--- config.mk ---
export PLATFORM = sky130hd
export DESIGN_NAME = uart_tx_arbiter
export DESIGN_NICKNAME = d
export VERILOG_FILES = /design/src/rtl/uart_arb_pkg.sv /design/src/rtl/uart_rr_arbiter.sv /design/src/rtl/uart_tx_arbiter.sv
export SDC_FILE = /design/constraint.sdc
export NUM_CORES = 1
export LEC_CHECK = 0
export ABC_AREA = 0
export BUFFER_PORTS_ARGS = -buffer_cell sky130_fd_sc_hd__buf_2
export CORE_ASPECT_RATIO = 1.25
export CORE_UTILIZATION = 60
export CTS_BUF_LIST = sky130_fd_sc_hd__clkbuf_4
export CTS_CLUSTER_DIAMETER = 200
export CTS_CLUSTER_SIZE = 25
export DETAILED_ROUTE_END_ITERATION = 8
export HOLD_SLACK_MARGIN = 0.08
export PLACE_DENSITY = 0.85
export SYNTH_ARGS = -nofsm -noshare
export SYNTH_HDL_FRONTEND = slang
export SYNTH_HIERARCHICAL = 1
export SYNTH_SLANG_ARGS = --single-unit
--- constraint.sdc ---
create_clock -name clk -period 4.4 [get_ports clk]
set_input_delay 0.88 -clock clk [delete_from_list [all_inputs] [get_ports clk]]
set_output_delay 0.88 -clock clk [all_outputs]
set_load 0.01 [all_outputs]
--- src/rtl/uart_arb_pkg.sv ---
// uart_arb_pkg
//   Shared types, constants and the round-robin pick function for the
//   multi-requester UART transmitter (uart_tx_arbiter / uart_rr_arbiter).
package uart_arb_pkg;

   typedef enum logic [1:0] {
      IDLE  = 2'd0,
      START = 2'd1,
      DATA  = 2'd2,
      STOP  = 2'd3
   } tx_state_t;

   localparam int UART_DATA_BITS = 8;
   localparam int UART_MIN_DIV   = 2;
   localparam int MAX_REQ        = 8;

   // One-hot grant to the first valid requester found searching upward from
   // ptr, wrapping at num_req. Bits at or above num_req are ignored.
   function automatic logic [MAX_REQ-1:0] rr_pick(input logic [MAX_REQ-1:0] valid,
                                                  input logic [2:0]         ptr,
                                                  input int                 num_req);
      logic [MAX_REQ-1:0] grant;
      logic               found;
      int                 idx;
      grant = '0;
      found = 1'b0;
      for (int k = 0; k < MAX_REQ; k++) begin
         idx = (int'(ptr) + k) % num_req;
         if (k < num_req && !found && valid[idx]) begin
            grant[idx] = 1'b1;
            found      = 1'b1;
         end
      end
      return grant;
   endfunction

endpackage

--- src/rtl/uart_rr_arbiter.sv ---
// uart_rr_arbiter
//   Combinational round-robin grant plus the registered search pointer.
//   Ports:
//     clk, resetn  clock and synchronous active-low reset
//     req_valid    per-requester valid
//     enable       grant allowed this cycle (transmitter idle)
//     grant        one-hot grant (doubles as req_ready)
//     grant_idx    binary index of the granted requester
//     xfer         a transfer happens on the coming edge
module uart_rr_arbiter
   import uart_arb_pkg::*;
#(
   parameter int NUM_REQ = 2
) (
   input  logic               clk,
   input  logic               resetn,
   input  logic [NUM_REQ-1:0] req_valid,
   input  logic               enable,
   output logic [NUM_REQ-1:0] grant,
   output logic [2:0]         grant_idx,
   output logic               xfer
);

   logic [2:0]         ptr_reg, ptr_next;
   logic [MAX_REQ-1:0] valid_ext;
   logic [MAX_REQ-1:0] pick;

   // Zero-extend the valid vector to the fixed width of rr_pick.
   genvar gi;
   generate
      for (gi = 0; gi < MAX_REQ; gi++) begin : g_ext
         if (gi < NUM_REQ) begin : g_used
            assign valid_ext[gi] = req_valid[gi];
         end else begin : g_unused
            assign valid_ext[gi] = 1'b0;
         end
      end
   endgenerate

   assign pick  = rr_pick(valid_ext, ptr_reg, NUM_REQ);
   assign grant = enable ? pick[NUM_REQ-1:0] : '0;
   assign xfer  = |grant;

   always_comb begin
      grant_idx = 3'd0;
      for (int i = 0; i < NUM_REQ; i++) begin
         if (grant[i]) grant_idx = 3'(i);
      end
   end

   // Pointer moves past the winner only on an actual transfer; a requester
   // dropping valid without being served leaves it untouched.
   assign ptr_next = (grant_idx == 3'(NUM_REQ - 1)) ? 3'd0 : grant_idx + 3'd1;

   always_ff @(posedge clk) begin
      if (!resetn) begin
         ptr_reg <= 3'd0;
      end else if (xfer) begin
         ptr_reg <= ptr_next;
      end
   end

endmodule

--- src/rtl/uart_tx_arbiter.sv ---
// uart_tx_arbiter
//   Round-robin shares one 8N1 UART transmit line between NUM_REQ byte
//   requesters. Bit period comes from a run-time divider register.
//   Ports:
//     clk, resetn         clock and synchronous active-low reset
//     req_valid/req_data  per-requester byte interface (byte i at [8i+7:8i])
//     req_ready           one-hot accept, only while idle
//     cfg_div_we/di/do    divider register write strobe, data, readback
//     ser_tx              registered serial output, idles high
//     busy                frame in progress
//     grant_id            requester of current / last frame
module uart_tx_arbiter
   import uart_arb_pkg::*;
#(
   parameter int NUM_REQ   = 2,
   parameter int DIV_RESET = 106,
   parameter int DIV_W     = 32
) (
   input  logic                 clk,
   input  logic                 resetn,
   input  logic [NUM_REQ-1:0]   req_valid,
   input  logic [8*NUM_REQ-1:0] req_data,
   output logic [NUM_REQ-1:0]   req_ready,
   input  logic                 cfg_div_we,
   input  logic [DIV_W-1:0]     cfg_div_di,
   output logic [DIV_W-1:0]     cfg_div_do,
   output logic                 ser_tx,
   output logic                 busy,
   output logic [2:0]           grant_id
);

   tx_state_t        state_reg, state_next;
   logic [DIV_W-1:0] div_reg;
   logic [DIV_W-1:0] div_eff;
   logic [DIV_W-1:0] div_lat_reg, div_lat_next;
   logic [DIV_W-1:0] cnt_reg, cnt_next;
   logic [2:0]       bit_idx_reg, bit_idx_next;
   logic [2:0]       grant_id_reg, grant_id_next;
   logic [7:0]       data_reg, data_next;
   logic             ser_tx_reg, ser_tx_next;
   logic [2:0]       win_idx;
   logic [7:0]       win_data;
   logic             xfer;
   logic             arb_en;
   logic             bit_done;

   // Held in reset, the block must not advertise ready.
   assign arb_en = (state_reg == IDLE) && resetn;

   uart_rr_arbiter #(.NUM_REQ(NUM_REQ)) u_arb (
      .clk       (clk),
      .resetn    (resetn),
      .req_valid (req_valid),
      .enable    (arb_en),
      .grant     (req_ready),
      .grant_idx (win_idx),
      .xfer      (xfer)
   );

   always_comb begin
      win_data = 8'h00;
      for (int i = 0; i < NUM_REQ; i++) begin
         if (win_idx == 3'(i)) win_data = req_data[8*i +: 8];
      end
   end

   // Divider register; a frame starting on the same edge as a write latches
   // the old value because div_eff is derived from the pre-edge register.
   always_ff @(posedge clk) begin
      if (!resetn) begin
         div_reg <= DIV_W'(DIV_RESET);
      end else if (cfg_div_we) begin
         div_reg <= cfg_div_di;
      end
   end

   assign div_eff    = (div_reg < DIV_W'(UART_MIN_DIV)) ? DIV_W'(UART_MIN_DIV) : div_reg;
   assign cfg_div_do = div_reg;
   assign bit_done   = (cnt_reg == '0);

   // State register
   always_ff @(posedge clk) begin
      if (!resetn) begin
         state_reg    <= IDLE;
         cnt_reg      <= '0;
         bit_idx_reg  <= 3'd0;
         data_reg     <= 8'h00;
         div_lat_reg  <= DIV_W'(DIV_RESET);
         grant_id_reg <= 3'd0;
         ser_tx_reg   <= 1'b1;
      end else begin
         state_reg    <= state_next;
         cnt_reg      <= cnt_next;
         bit_idx_reg  <= bit_idx_next;
         data_reg     <= data_next;
         div_lat_reg  <= div_lat_next;
         grant_id_reg <= grant_id_next;
         ser_tx_reg   <= ser_tx_next;
      end
   end

   // Next-state logic; the bit-period counter runs div-1 down to 0.
   always_comb begin
      state_next    = state_reg;
      cnt_next      = cnt_reg;
      bit_idx_next  = bit_idx_reg;
      data_next     = data_reg;
      div_lat_next  = div_lat_reg;
      grant_id_next = grant_id_reg;
      case (state_reg)
         IDLE: begin
            if (xfer) begin
               state_next    = START;
               data_next     = win_data;
               grant_id_next = win_idx;
               div_lat_next  = div_eff;
               cnt_next      = div_eff - DIV_W'(1);
               bit_idx_next  = 3'd0;
            end
         end
         START: begin
            if (bit_done) begin
               state_next = DATA;
               cnt_next   = div_lat_reg - DIV_W'(1);
            end else begin
               cnt_next = cnt_reg - DIV_W'(1);
            end
         end
         DATA: begin
            if (bit_done) begin
               cnt_next = div_lat_reg - DIV_W'(1);
               if (bit_idx_reg == 3'(UART_DATA_BITS - 1)) begin
                  state_next = STOP;
               end else begin
                  bit_idx_next = bit_idx_reg + 3'd1;
               end
            end else begin
               cnt_next = cnt_reg - DIV_W'(1);
            end
         end
         STOP: begin
            if (bit_done) begin
               state_next = IDLE;
            end else begin
               cnt_next = cnt_reg - DIV_W'(1);
            end
         end
         default: state_next = IDLE;
      endcase
   end

   // Output logic; ser_tx is precomputed from the next state and registered.
   always_comb begin
      ser_tx_next = 1'b1;
      case (state_next)
         START:   ser_tx_next = 1'b0;
         DATA:    ser_tx_next = data_next[bit_idx_next];
         default: ser_tx_next = 1'b1;
      endcase
   end

   assign ser_tx   = ser_tx_reg;
   assign busy     = (state_reg != IDLE);
   assign grant_id = grant_id_reg;

endmodule
==> run summary, run 1 <==
Cell type of the slowest stage on the worst timing path: or4_1. The number of antenna diodes in the final layout is 0. TritonCTS built the clock tree. For the worst setup path, the data arrival time is 4.02 ns.

The via count of the first global-routing pass was 6459; the layout overhead on the synthesized area was 11.8%. Buffers added to address setup during post-CTS repair amount to 0. Ranked by total cell area, the synthesized netlist is headed by dfxtp_1, nand2_1, xor2_1. The H-tree depth was 4. The buffering stage count on the worst path with inverters included was 1; the I/O pin count was 92.

The run gives 0.544 as the combinational power share. Routed signal wires occupy layers up through met4. The worst-path maximum fanout works out to 9.

The final count of hold timing violations was 0. The run finished, with violations left. The layout has 947 filler cells. By area, the combinational part of the netlist is dominated by simple AND/OR/NAND/NOR gates. CTS placed an instance of clkbuf_4 at the clock tree root. Portion of synthesized cell area occupied by the leading cell type: 0.330. The type of destination of the critical path is a flop. The tools report the number of buffers created by CTS as 17. The tightest min-delay check is of the reg -> reg type. The most used flip-flop cell after synthesis is dfxtp_1. Share of layout cells above drive strength 1: 0.163. Entering global routing, the biggest net connects 79 pins. In this run the vertical extent of the chip is 122 microns. The library cell with the highest instance count after synthesis is nand2_1.

For flop-to-flop paths, the worst setup slack is 0.83 ns. Yosys printed 6 warnings. The count of nets left with antenna violations once routing finished came out at 0. The power share of the clock group was 0.162.

The run gives 0.904 as the final weighted congestion in routability-driven placement. For this design, the sink count on the clock tree is 114. For this run, design rule violations remaining after detail routing come to 6. Counting instances in the post-synthesis netlist gives the leading cell types as nand2_1, dfxtp_1, nor2_1, a21oi_1, clkbuf_1. Setup repair after global routing left no endpoint under its margin.

Most frequent cell on the critical path: nand4_1. The number of distinct library cells after synthesis came out at 72. The final layout contains routed wiring with a total length of 19.1 mm. In this run the tool buffered the top-level ports with 91 buffer cells. Across the VDD grid, the largest voltage drop is 0.378 mV. The post-route met1 wirelength came out at 7.78 mm. The horizontal die dimension was 98.0 microns; the area of the core was 11100 sq um.

The overall die area is 12000 sq um, and the CTS clock-pin slew for the worst setup and hold paths is 0.11 ns. The logs give 0.621 for the initial core utilization and 43 for the floorplan row count. The via total after detailed routing came out at 6981. After detailed routing, the number of vias per cell comes to 6.37. Before antenna repair, the detailed router went through 7 iterations. Setup violations remaining at the end of the flow were counted as 0. The synthesized design contains 114 register bits. The first global-routing pass estimated 31.2 mm of wire. The fraction of the mapped netlist area in simple logic gates is 0.281. Summed over all nets, the half-perimeter wirelength after detailed placement is 13.3 mm.

Global routing finished with a remaining overflow of 0. Max-cap violations in this run came to 0. The logs give 0.377 for the worst slew margin relative to its limit and 0.328 for the overall global routing resource usage. The tools report the critical path launch point type as a flop. Traced cell by cell, the critical path runs through or4_1 -> nor4_1 -> nand4_1 -> buf_4 -> nand2_1 -> ha_1 -> nand2b_1 -> nor2_1 -> nand4_1 -> or3_1 -> a31oi_1 -> o21ai_0 -> a21oi_1. Cell internal power was estimated by the tool at 2660 uW. Once the clock tree was built, the resizer swapped 0 gates to a different size.

After routing, the total negative slack on setup checks comes to 0 ns. The number of antenna violations at the first check in global routing came out at 0. The number of flops mapped to enable cells by yosys was 0.

After the last flow step, the layout net total stands at 1009. Kind of critical path: reg -> reg. Timing would allow up to 280 MHz.

The final reports fail on design-rule violations. The clock latency of the later-clocked register in the worst-skew pair was 0.53 ns; the area share of fa/ha/maj cells after synthesis was 0.0145. The mux share of post-synthesis cell area came out at 0.0523. Instance count of the mapped netlist: 883. The minimum period implied by the final worst setup slack works out to 3.57 ns. The switching share of power is 0.482.

The required time of the worst setup path was 4.85 ns; the mean post-synth cell area was 7.83 sq um. The number of hold buffers added after CTS was 0. After detailed routing, the met3 layer carries 1.74 mm of wire. After detailed routing, the average wire length per cell comes to 17.4 microns. Summed over all nets, the switching power comes to 2480 uW. On the worst path, the slowest cell contributes a delay of 0.62 ns. The sequential share of power was 0.293. The final worst-path cycle share came out at 0.810. The deepest clock path buffer count was 2; the XOR/XNOR share of the synthesized area was 0.0950.

The fraction of registers with async set/reset is 0. In this run, the number of DRC markers left after iteration 0 of detailed routing was 706. The worst slack on hold paths is 0.464 ns. The actual transition at the worst max-transition pin is 0.934 ns. The tools report the clock skew as 0.0125 ns.

The share of the yosys chip area belonging to registers was 0.330. The standby leakage power was 0.00310 uW; the total met2 wirelength after detailed routing was 8.79 mm. The final-report max-slew violation count is 0. The area fraction in compound gates after synthesis is 0.181. The kind of cell with the highest combined delay along the critical path is simple AND/OR/NAND/NOR gates.

The mapped netlist covers 6910 sq um. The cell taking the most area after synthesis is dfxtp_1. For this design the ratio of total power to cell area is 665 nW/um^2.
[through the flow]
step	area [sq um]	instances	total power, uW	worst slack, ns	util
2_1_floorplan	6920	884	3490	0.729	-
3_3_place_gp	7420	1064	4160	0.997	0.666
3_5_place_dp	7420	1064	4220	0.933	0.666
4_1_cts	7730	1096	5060	0.860	0.694
5_1_grt	7730	1096	5450	0.510	0.694
6_report	7730	1096	5140	0.834	0.694
[final cells by class]
class	instances	area [sq um]	share of cell area
clock inverter	13	163	0.0211
inverter	17	63.8	0.00826
tap	135	169	0.0219
multi-input combinational	692	4330	0.560
clock buffer	19	143	0.0185
sequential	114	2280	0.295
timing repair buffer	106	581	0.0751
[metal layers]
| layer | global-route usage | up-vias |
|---|---|---|
| li1 | - | 3332 |
| met1 | 0.401 | 3195 |
| met2 | 0.544 | 378 |
| met3 | 0.0694 | 76 |
| met4 | 0.170 | 0 |
| met5 | 0 | - |
[power by group through the flow]
stage,clock network (uW),registers [uW],logic (uW)
after global placement,0,1510,2660
after floorplan,0,1470,2020
final,834,1510,2800
after global routing,875,1540,3040
after CTS,835,1500,2730
after detailed placement,0,1520,2700
[path summary, 6_finish.rpt]
check                                     from     endpoint  cells after the start
worst min register to register     grant_id[1]  grant_id[1]                      2
worst min-delay path               grant_id[1]  grant_id[1]                      2
worst max-delay path            cfg_div_do[21]  cnt_reg[22]                     13
worst max register to register  cfg_div_do[21]  cnt_reg[22]                     13
[worst register-to-register path: stages (launching register included)]
cell      delay [ns]
dfxtp_1         0.40
or4_1           0.63
nor4_1          0.37
nand4_1         0.13
buf_4           0.19
nand2_1         0.11
ha_1            0.20
nand2b_1        0.14
nor2_1          0.26
nand4_1         0.30
or3_1           0.39
a31oi_1         0.15
o21ai_0         0.09
a21oi_1         0.14
[layout by cell type (no fill, tap or decap), types with 5 or more instances in the layout]
master    instances
nand2_1         124
dfxtp_1         114
buf_2            91
nor2_1           85
a21oi_1          58
xor2_1           43
nor3_1           41
mux2i_1          35
xnor2_1          32
o21ai_0          27
nor4_1           24
nand3_1          23
clkbuf_4         19
inv_1            16
a221oi_1         16
buf_4            14
or3_1            13
nand4_1          13
or4_1            12
and2_1           12
a31oi_1          10
o211ai_1          9
o31ai_1           8
a211o_1           8
ha_1              7
a211oi_1          5
o221ai_1          5
clkinv_4          5
[cells by family (layout without fill, tap and decap cells)]
group                    count (synthesis)  in the layout
XOR/XNOR                                75             75
flip-flops                             114            114
multiplexers                            36             36
adder cells (fa/ha/maj)                  8              8
AND/OR/NAND/NOR                        384            384
AO/OA/AOI/OAI                          187            187
other                                    1              2
buffers and inverters                   78            155
No activity file was read; power rests on OpenSTA's default activity.
==> run 2: changes to the inputs <==
==> constraint.sdc (replaced) <==
create_clock -name clk -period 3.6 [get_ports clk]
set_input_delay 0.72 -clock clk [delete_from_list [all_inputs] [get_ports clk]]
set_output_delay 0.72 -clock clk [all_outputs]
set_load 0.01 [all_outputs]
==> run 2 against run 1 <==
The run still ends with design-rule violations left. Wire length rose by 4.6%. Worst hold slack got worse by 0.087 ns. Cell area rose by 1.1%. Setup slack got worse by 0.69 ns. Final cell count rose by 1.3%. Largest power group unchanged.
==> run summary, run 2 (synthesized netlist as in run 1, its figures left out) <==
The number of clock sinks is 114 (unchanged), and the actual transition at the worst max-transition pin is 0.918 ns (-0.0153 ns). The path type of the worst min-delay path was in -> reg. Detailed placer's ending HPWL: 13.8 mm (+4.0%). The tools report the number of antenna violations at the first check in global routing as 1 (+1). The clock skew was 0.0157 ns (+0.00321 ns); the post-CTS setup-driven buffer insertion count was 0 (unchanged). The total placed instance area was 7510 sq um (+1.1%). Number of cell instances on the worst register-to-register path: 12 (-1). The CTS clock-pin slew for the worst setup and hold paths is 0.11 ns (about the same). The run gives 0.14 ns (-0.69 ns) as the register-to-register setup slack. The number of DRC violations after detailed-routing iteration 0 was 657 (-6.9%); the initial core utilization was 0.621 (unchanged). The tools report the summed area of non-filler cells in the final layout as 7810 sq um (+1.1%). The logs give 0.00315 uW (+1.5%) for the standby leakage power and 0 (unchanged) for the number of setup violations in the final report. The setup path with the least slack is of type reg -> reg.

The clock latency of the later-clocked register in the worst-skew pair was 0.55 ns (+0.02 ns); the total number of nets in the final design was 1022 (+1.3%). Total of buffers placed on input and output ports: 91 (unchanged). The via count of the first global-routing pass is 6603 (+2.2%).

The overall global routing resource usage was 0.340 (+0.0120); the arrival time at the worst endpoint was 3.89 ns (-0.13 ns). The final worst-path cycle share was 0.960 (+0.150). The tools report the required time of the worst setup path as 4.04 ns (-0.81 ns).

The origin of the critical flop-to-flop path is cfg_div_do[22]. The overall routed net length was 20.0 mm (+4.6%). Relative to the synthesized area, the layout overhead comes to 13.0%. The checks that failed: design-rule violations. The footprint of the multi-input gates was 4340 sq um (+0.41%). Setup repair after global routing could not meet its margin everywhere. The routed length per instance was 18.0 microns (+3.3%).

The logs give 0 (unchanged) for the remaining global-route overflow and 17 (unchanged) for the number of buffers created by CTS. The number of fillers in the final layout was 921 (-2.7%); the worst-path maximum fanout was 8 (-1). The run gives 0 (unchanged) as the remaining number of nets flagged by the antenna check after routing.

For the H-tree depth, the log shows 4 (unchanged). The run gives 0 (unchanged) as the final-report max-slew violation count. For the overall die area, the log shows 12000 sq um (unchanged). Leading cell type in the layout, fill and taps excluded: nand2_1.

For the number of iterations in the first detailed-routing pass, the log shows 9 (+2). The critical path ends at cnt_reg[30]. The worst setup path is launched from a flop.

The type of destination of the critical path is a flop. Deepest clock path buffer count: 2 (unchanged). TritonCTS built the clock tree. The via total after detailed routing was 7113 (+1.9%). The tools report the I/O pin count as 92 (unchanged). The number of vias per cell after detailed routing is 6.41 (+0.61%), and the maximum frequency from static timing analysis is 289 MHz (+3.1%). The largest net degree at the start of global routing is 79 (unchanged), and the floorplan row count is 43 (unchanged). The worst register-to-register path ends at cnt_reg[30].

The chip height is 122 microns (unchanged). The share of layout cells above drive strength 1 was 0.178 (+0.0142). The logs give 2280 sq um (unchanged) for the area occupied by registers and 0.890 (-1.5%) for the final weighted congestion in routability-driven placement. The peak supply drop was 0.598 mV (+58%).

The area of the core is 11100 sq um (unchanged). The tools report the total power of the final layout as 6250 uW (+22%). The top cell types in the final layout, fill and taps aside, are nand2_1, dfxtp_1, buf_2. Clock tree synthesis selected as its root buffer the cell clkbuf_4. Power density of the placed cells: 801 nW/um^2 (+20%). The worst slew margin relative to its limit was 0.388 (+0.0102); the max capacitance violation total was 0 (unchanged). The tools report the global-route wire length before repair as 31.9 mm (+2.4%). The horizontal die dimension came out at 98.0 microns (unchanged). The tools report the start point of the critical path as cfg_div_do[22].

The final count of hold timing violations is 0 (unchanged). Post-detailed-route DRC marker count: 6 (unchanged). The run finished, with violations left.

The minimum period implied by the final worst setup slack came out at 3.46 ns (-0.108 ns).
-- run 2: cell type report --
class / instances / share of cell area
antenna: 1 / 0.000321
clock buffer: 19 / 0.0183
clock inverter: 13 / 0.0178
inverter: 17 / 0.00817
multi-input combinational: 692 / 0.556
sequential: 114 / 0.292
tap: 135 / 0.0216
timing repair buffer: 119 / 0.0853
-- run 2: what timing repair did --
item / in CTS / in global routing
resized for setup: 0 / 3
endpoints found under the setup margin: 0 / 5
hold endpoints to repair: 0 / 0
hold buffers: 0 / 0
-- run 2: where the power goes --
group,internal (uW),switching (uW)
Sequential,1520,318
Clock,424,523
Combinational,1250,2210
Total,3200,3050
-- run 2: layer usage --
metal	track usage	vias up	wire, microns
met5	0	-	0
met4	0.179	0	716
met3	0.0843	69	1940
met2	0.556	411	9330
met1	0.413	3269	7980
li1	-	3364	-
-- run 2: worst min path at each step --
stage / endpoint / from / depth (start not counted) / slack [ns]
finish: cfg_div_do[1] / cfg_div_di[1] / 3 / 0.38
global placement: grant_id[1] / grant_id[1] / 2 / 0.44
global route: cfg_div_do[5] / cfg_div_di[5] / 3 / 0.37
detailed placement: grant_id[1] / grant_id[1] / 2 / 0.45
floorplan: div_lat_reg[31] / div_lat_reg[31] / 2 / 0.45
CTS: cfg_div_do[1] / cfg_div_di[1] / 3 / 0.37
-- run 2: stage by stage --
| stage | util | hold slack, ns | instances | setup TNS, ns | setup WS (ns) |
|---|---|---|---|---|---|
| 2_1_floorplan | - | 0.449 | 884 | 0 | 0.0889 |
| 3_3_place_gp | 0.674 | 0.441 | 1077 | 0 | 0.279 |
| 3_5_place_dp | 0.674 | 0.447 | 1077 | 0 | 0.133 |
| 4_1_cts | 0.699 | 0.368 | 1109 | 0 | 0.0947 |
| 5_1_grt | 0.701 | 0.368 | 1110 | -0.0662 | -0.0383 |
| 6_report | 0.701 | 0.377 | 1110 | 0 | 0.142 |
-- run 2: worst max-delay path, cell delays in order, from the launching register on --
cell and delay (ns):
dfxtp_1 0.41, or4_1 0.63, nor4_2 0.30, nand4_1 0.21, nand2_1 0.16, ha_1 0.21
nand2b_1 0.15, nor2_1 0.25, nand4_1 0.27, nor3_1 0.25, xnor2_1 0.14, o21ai_0 0.10
o221a_2 0.26
